File: config.mk
export PLATFORM = sky130hd
export DESIGN_NAME = control_unit_flat
export DESIGN_NICKNAME = d
export VERILOG_FILES = /design/src/rtl/control_unit_if.sv /design/src/rtl/control_unit.sv /design/src/flat_wrapper.sv
export SDC_FILE = /design/constraint.sdc
export NUM_CORES = 1
export LEC_CHECK = 0
export CAP_MARGIN = 20
export CORE_MARGIN = 2
export CORE_UTILIZATION = 40
export DETAILED_ROUTE_END_ITERATION = 16
export GPL_ROUTABILITY_DRIVEN = 1
export GPL_TIMING_DRIVEN = 1
export PLACE_DENSITY = 0.72
export SETUP_SLACK_MARGIN = 0.05
export SLEW_MARGIN = 20
export SYNTH_ARGS = -nofsm -noshare
export SYNTH_HDL_FRONTEND = slang
export SYNTH_SLANG_ARGS = --single-unit
File: constraint.sdc
create_clock -name clk -period 1.9 [get_ports clk]
set_input_delay 0.38 -clock clk [delete_from_list [all_inputs] [get_ports clk]]
set_output_delay 0.38 -clock clk [all_outputs]
set_load 0.01 [all_outputs]
File: src/rtl/control_unit_if.sv
// Sequencer-side bus of the control unit: program-memory fetch, ALU/regfile
// controls and the register write select/enable pair.
interface control_unit_if #(
    parameter int PC_WIDTH    = 8,
    parameter int INSTR_WIDTH = 16
);
    logic [INSTR_WIDTH-1:0] imem_instr;
    logic                   imem_valid;
    logic                   zero;
    logic                   imem_req;
    logic [PC_WIDTH-1:0]    imem_addr;
    logic [2:0]             rd_a_sel;
    logic [2:0]             rd_b_sel;
    logic [7:0]             imm;
    logic                   imm_sel;
    logic [3:0]             alu_op;
    logic [2:0]             reg_sel;
    logic                   reg_en;
    logic                   halted;
    logic                   illegal;

    modport master (
        input  imem_instr, imem_valid, zero,
        output imem_req, imem_addr, rd_a_sel, rd_b_sel, imm, imm_sel,
               alu_op, reg_sel, reg_en, halted, illegal
    );

    modport slave (
        output imem_instr, imem_valid, zero,
        input  imem_req, imem_addr, rd_a_sel, rd_b_sel, imm, imm_sel,
               alu_op, reg_sel, reg_en, halted, illegal
    );
endinterface

File: src/rtl/control_unit.sv
// Instruction sequencer: fetch/decode/execute/writeback FSM driving the ALU,
// register-file read selects and the write-enable decoder.
module control_unit #(
    parameter int PC_WIDTH    = 8,
    parameter int INSTR_WIDTH = 16
) (
    input logic            clk,
    input logic            rst,
    control_unit_if.master bus
);
    typedef enum logic [2:0] {
        S_FETCH, S_DECODE, S_EXEC, S_WB, S_HALT
    } state_t;

    localparam logic [3:0] OP_NOP  = 4'h0;
    localparam logic [3:0] OP_ADD  = 4'h1;
    localparam logic [3:0] OP_SUB  = 4'h2;
    localparam logic [3:0] OP_AND  = 4'h3;
    localparam logic [3:0] OP_OR   = 4'h4;
    localparam logic [3:0] OP_XOR  = 4'h5;
    localparam logic [3:0] OP_LDI  = 4'h6;
    localparam logic [3:0] OP_JMP  = 4'h7;
    localparam logic [3:0] OP_JZ   = 4'h8;
    localparam logic [3:0] OP_HALT = 4'hF;

    state_t                 state;
    logic [PC_WIDTH-1:0]    pc;
    logic [INSTR_WIDTH-1:0] ir;
    logic                   imem_req;
    logic                   reg_en;
    logic                   halted;
    logic                   illegal;
    logic [3:0]             op;
    logic [PC_WIDTH-1:0]    target;

    assign op     = ir[15:12];
    assign target = PC_WIDTH'(ir[7:0]);

    // Field decodes come straight off IR, which only loads on the edge into
    // DECODE, so they hold from one DECODE to the next and reset to zero.
    assign bus.rd_a_sel  = ir[8:6];
    assign bus.rd_b_sel  = ir[5:3];
    assign bus.imm       = ir[7:0];
    assign bus.imm_sel   = (op == OP_LDI);
    assign bus.alu_op    = op;
    assign bus.reg_sel   = ir[11:9];
    assign bus.imem_addr = pc;
    assign bus.imem_req  = imem_req;
    assign bus.reg_en    = reg_en;
    assign bus.halted    = halted;
    assign bus.illegal   = illegal;

    always_ff @(posedge clk) begin
        if (rst) begin
            state    <= S_FETCH;
            pc       <= '0;
            ir       <= '0;
            imem_req <= 1'b0;
            reg_en   <= 1'b0;
            halted   <= 1'b0;
            illegal  <= 1'b0;
        end else begin
            case (state)
                S_FETCH: begin
                    // First cycle out of reset only raises the request.
                    if (!imem_req) begin
                        imem_req <= 1'b1;
                    end else if (bus.imem_valid) begin
                        ir       <= bus.imem_instr;
                        imem_req <= 1'b0;
                        state    <= S_DECODE;
                    end
                end
                S_DECODE: begin
                    illegal <= (op inside {[4'h9:4'hE]});
                    state   <= S_EXEC;
                end
                S_EXEC: begin
                    illegal <= 1'b0;
                    case (op)
                        OP_ADD, OP_SUB, OP_AND, OP_OR, OP_XOR, OP_LDI: begin
                            reg_en <= 1'b1;
                            state  <= S_WB;
                        end
                        OP_JMP: begin
                            pc       <= target;
                            imem_req <= 1'b1;
                            state    <= S_FETCH;
                        end
                        OP_JZ: begin
                            pc       <= bus.zero ? target : pc + 1'b1;
                            imem_req <= 1'b1;
                            state    <= S_FETCH;
                        end
                        OP_HALT: begin
                            halted <= 1'b1;
                            state  <= S_HALT;
                        end
                        default: begin
                            // NOP and undefined opcodes just advance.
                            pc       <= pc + 1'b1;
                            imem_req <= 1'b1;
                            state    <= S_FETCH;
                        end
                    endcase
                end
                S_WB: begin
                    reg_en   <= 1'b0;
                    pc       <= pc + 1'b1;
                    imem_req <= 1'b1;
                    state    <= S_FETCH;
                end
                S_HALT: begin
                    halted <= 1'b1;
                end
                default: begin
                    state <= S_FETCH;
                end
            endcase
        end
    end
endmodule

File: src/flat_wrapper.sv
// flat-port wrapper written by rule: the top's interface ports become plain ports
module control_unit_flat 
#(
    parameter int PC_WIDTH    = 8,
    parameter int INSTR_WIDTH = 16
)
  (clk, rst, bus_imem_instr, bus_imem_valid, bus_zero, bus_imem_req, bus_imem_addr, bus_rd_a_sel, bus_rd_b_sel, bus_imm, bus_imm_sel, bus_alu_op, bus_reg_sel, bus_reg_en, bus_halted, bus_illegal);
  control_unit_if #(.PC_WIDTH(PC_WIDTH), .INSTR_WIDTH(INSTR_WIDTH)) bus_i ();
  input logic clk;
  input logic rst;
  input wire logic [$bits(bus_i.imem_instr)-1:0] bus_imem_instr;
  input wire logic [$bits(bus_i.imem_valid)-1:0] bus_imem_valid;
  input wire logic [$bits(bus_i.zero)-1:0] bus_zero;
  output wire logic [$bits(bus_i.imem_req)-1:0] bus_imem_req;
  output wire logic [$bits(bus_i.imem_addr)-1:0] bus_imem_addr;
  output wire logic [$bits(bus_i.rd_a_sel)-1:0] bus_rd_a_sel;
  output wire logic [$bits(bus_i.rd_b_sel)-1:0] bus_rd_b_sel;
  output wire logic [$bits(bus_i.imm)-1:0] bus_imm;
  output wire logic [$bits(bus_i.imm_sel)-1:0] bus_imm_sel;
  output wire logic [$bits(bus_i.alu_op)-1:0] bus_alu_op;
  output wire logic [$bits(bus_i.reg_sel)-1:0] bus_reg_sel;
  output wire logic [$bits(bus_i.reg_en)-1:0] bus_reg_en;
  output wire logic [$bits(bus_i.halted)-1:0] bus_halted;
  output wire logic [$bits(bus_i.illegal)-1:0] bus_illegal;
  assign bus_i.imem_instr = bus_imem_instr;
  assign bus_i.imem_valid = bus_imem_valid;
  assign bus_i.zero = bus_zero;
  assign bus_imem_req = bus_i.imem_req;
  assign bus_imem_addr = bus_i.imem_addr;
  assign bus_rd_a_sel = bus_i.rd_a_sel;
  assign bus_rd_b_sel = bus_i.rd_b_sel;
  assign bus_imm = bus_i.imm;
  assign bus_imm_sel = bus_i.imm_sel;
  assign bus_alu_op = bus_i.alu_op;
  assign bus_reg_sel = bus_i.reg_sel;
  assign bus_reg_en = bus_i.reg_en;
  assign bus_halted = bus_i.halted;
  assign bus_illegal = bus_i.illegal;
  control_unit #(.PC_WIDTH(PC_WIDTH), .INSTR_WIDTH(INSTR_WIDTH)) u_core (.clk(clk), .rst(rst), .bus(bus_i));
endmodule
==> out/results.md <==
| Step | Quantity | This run |
|:---|:---|:---|
| clock network | CTS Sinks | 31 |
| sta | RSZ-0062 raised after global routing | false |
| die | Number of rows created at floorplan | 22 |
| global route | Maximum number of pins on one net before global-route repair | 27 |
| critical path | Arrival time at the worst endpoint | 1390 ps |
| final layout | Share of layout cells above drive strength 1 | 10.2% |
| die | Core footprint | 3740 um2 |
| clock network | Number of clock buffers inserted by TritonCTS | 5 |
| global route | Overall overflow remaining after global route | 0 |
| clock network | Count of instances resized after the clock tree is built | 1 |
| routing | Final routed wire length divided by cell count | 13.1 um |
| logic synthesis | Number of unique standard cell types used by synthesis | 45 |
| logic synthesis | Simple-Gate Fraction of Synth Area | 26.6% |
| sta | Total setup violations reported at the end of the flow | 0 |
| routing | DRT Wirelength | 3830 um |
| placed design | IO buf count | 53 |
| critical path | Startpoint class of the critical path | register |
| logic synthesis | Dominant register cell in the synthesized netlist | dfxtp_1 |
| clock network | CTS Buffer Depth | 2 |
| final layout | Combined area of the multi-input logic cells | 827 um2 |
| clock network | Clock transition at the register clock pins on the worst setup and hold paths after CTS | 70 ps |
| global route | GR Util All Layers | 18.5% |
| routing | Remaining antenna violation count after routing | 0 |
| critical path | Buffers and inverters on the worst path | 1 |
| die | Die extent in y | 67.2 um |
| routing | Drt first-iter violations | 109 |
| die | Die Area | 4520 um2 |
| clock network | Clock root buffer | clkbuf_8 |
| logic synthesis | Post-Synthesis Mean Instance Area | 8.32 um2 |
| sta | Post-route setup TNS | 0 ps |
| clock network | Number of H-tree branching levels | 2 |
| global route | Wire length of the first global-routing pass | 6420 um |
| placed design | Number of placed cells counting well taps | 284 |
| logic synthesis | Combinational family with the most area after synthesis | simple AND/OR/NAND/NOR gates |
| logic synthesis | Number of nets produced by synthesis | 213 |
| logic synthesis | Number of register bits inferred by synthesis | 31 |
| clock network | Clock latency on the worst-skew pair | 280 ps |
| final layout | Area growth from synthesis to final layout | 38.2% |
| logic synthesis | Async set-reset flop share out of synthesis | 0% |
| global route | Number of antenna violations at the first check in global routing | 0 |
| sta | Worst-case clock skew | 6.41 ps |
| die | Ports placed on the boundary | 54 |
| critical path | Delay contributed by the slowest stage of the critical path | 600 ps |
| sta | Final-report hold violation count | 0 |
| logic synthesis | Cell area after synthesis | 1600 um2 |
| routing | Number of optimization iterations in the first detailed-route pass | 5 |
| critical path | CP delay by family, top | buffers and inverters |
| logic synthesis | Adder and majority gate portion of the synthesized area | 0.783% |
| critical path | Cells along the critical path | clkdlybuf4s50_1 |
| final layout | Number of nets in the final layout | 264 |
| sta | Achievable Freq | 0.566 GHz |
| clock network | Total setup buffers inserted after CTS | 0 |
| final layout | Ant diodes | 0 |
| power and ir drop | Worst ir drop on vdd | 409 uV |
| sta | Max-slew violation total from the final report | 0 |
| min path | Worst hold path class | register to register |
| final layout | Fillcell total | 379 |
| sta | Time the worst path needs with I/O delays and setup | 1770 ps |
| placed design | Routability congestion estimate | 0.820 |
| sta | Tcrit/Tclk final | 93.0% |
| critical path | Path type of the worst setup path | register to output pin |
| power and ir drop | Leakage dissipation | 0.835 nW |
| placed design | DP Wirelength | 2610 um |
| critical path | Crit-path max FO | 10 |
| logic synthesis | Cells after Synth | 192 |
| power and ir drop | Post-layout total power | 1.44 mW |
| critical path | Slowest stage cell on the critical path | clkdlybuf4s50_1 |
| routing | # DRC | 0 |
| logic synthesis | Post-synth EDFFs | 0 |
| routing | Number of vias in the routed layout | 1525 |
| die | Horizontal extent of the die | 67.2 um |
| final layout | Non-filler instance count after layout | 292 |
| clock network | Clock tree from TritonCTS | built |
| final layout | Combined flip-flop and latch cell area | 621 um2 |
| critical path | Required time worst endpoint | 1520 ps |
| logic synthesis | Sequential share of the synthesized area | 38.8% |
| power and ir drop | Power per cell area | 652 nW/um2 |
| logic synthesis | Yosys warnings | 0 |
| routing | Average vias per placed instance | 5.22 |
| run status | Run status | finished clean |
| sta | Slew margin rel. | 66.4% |
| flow run | Max-cap violations | 0 |
| die | Effective utilization at floorplan | 42.7% |
| logic synthesis | Synthesized-area fraction occupied by ao, oa, aoi and oai cells | 20.0% |
| critical path | CP Capture Type | output pin |
| clock network | CTS Hold Buffers Added | 0 |
| global route | Via count of the first global-routing pass | 1417 |
| logic synthesis | XOR/XNOR Fraction of Synth Area | 0% |
| logic synthesis | Proportion of synthesized area in mux cells | 4.39% |
| sta | Slew at the pin with the worst max-slew slack | 502 ps |
[synthesized netlist by cell type, types with 2 or more instances]
library cell | count | area, um2
nand2_1 | 44 | 165
buf_4 | 5 | 37.5
a32oi_1 | 4 | 35.0
buf_6 | 5 | 56.3
mux2i_1 | 7 | 70.1
nor2b_1 | 4 | 25.0
a21oi_1 | 23 | 115
o221ai_1 | 2 | 17.5
and3_1 | 2 | 12.5
clkbuf_1 | 2 | 7.51
nor3_1 | 5 | 25.0
a211oi_1 | 2 | 15.0
buf_2 | 4 | 20.0
nand4_1 | 2 | 12.5
o21ai_1 | 5 | 25.0
dfxtp_1 | 31 | 621
nor2_1 | 11 | 41.3
nor3b_1 | 2 | 15.0
a21o_1 | 2 | 15.0
nand3_1 | 2 | 10.0
inv_1 | 4 | 15.0
[sequential cells by signal, summed over array words and instances, names as in the netlist]
signal and flops:
u_core.ir 16, u_core.bus.halted 1, u_core.state 3, u_core.bus.reg_en 1, u_core.bus.imem_req 1, u_core.bus.imem_addr 8, u_core.bus.illegal 1
[path summary, 6_finish.rpt]
path                             startpoint                                    to  slack [ps]  cells past startpoint
min          u_core.bus.halted$_SDFFE_PP0P_        u_core.bus.halted$_SDFFE_PP0P_         450                      2
max reg2reg      u_core.ir[15]$_SDFFE_PP0P_  u_core.bus.imem_addr[7]$_SDFFE_PP0P_         210                      4
min reg2reg  u_core.bus.halted$_SDFFE_PP0P_        u_core.bus.halted$_SDFFE_PP0P_         450                      2
max              u_core.ir[12]$_SDFFE_PP0P_                         bus_alu_op[0]         130                      1
[metrics by stage]
step,setup slack [ps],hold slack [ps],cell area [um2],utilization (%)
global route,55.9,477,2210,59.0
floorplan,412,470,1600,-
CTS,113,450,2210,59.0
global placement,77.0,435,2130,56.8
finish,132,449,2210,59.0
detailed placement,44.8,439,2130,56.8
[report_power, final]
part / internal, mW / switching, mW
logic: 0.128 / 0.108
clock network: 0.250 / 0.252
registers: 0.674 / 0.0261
total: 1.05 / 0.387
[cell usage in the layout (no fill, tap or decap), types with 2 or more instances in the layout]
master and count:
a211oi_1 2, a21o_1 2, a21oi_1 23, a32oi_1 4
and3_1 2, buf_4 7, clkbuf_8 5, clkdlybuf4s50_1 52
clkinv_2 3, dfxtp_1 31, inv_1 4, mux2i_1 7
nand2_1 44, nand3_1 2, nand4_1 2, nor2_1 11
nor2b_1 4, nor3_1 5, nor3b_1 2, o21ai_1 5
o221ai_1 2
[per-layer routing]
layer  routed length (um)  share of wire [%]  GRT usage [%]
met5                    0                  0              0
met3                  217                5.7           5.67
met2                 1750                 46           29.7
met1                 1830                 48           24.1
met4                   41                1.1           5.36
[layout make-up]
| type | count | area share, % |
|---|---|---|
| clock buffer | 5 | 3.12 |
| tap | 48 | 2.72 |
| sequential | 31 | 28.1 |
| clock inverter | 3 | 0.680 |
| inverter | 4 | 0.680 |
| timing repair buffer | 61 | 27.3 |
| multi-input combinational | 140 | 37.5 |
[cell families (layout without fill, tap and decap cells)]
family,after synthesis,in the layout
AOI/OAI and AO/OA,48,48
adders and majority gates,1,1
buffers and inverters,21,73
DFF,31,31
muxes,7,7
and+or+nand+nor,84,84
No activity file was read; power rests on OpenSTA's default activity.
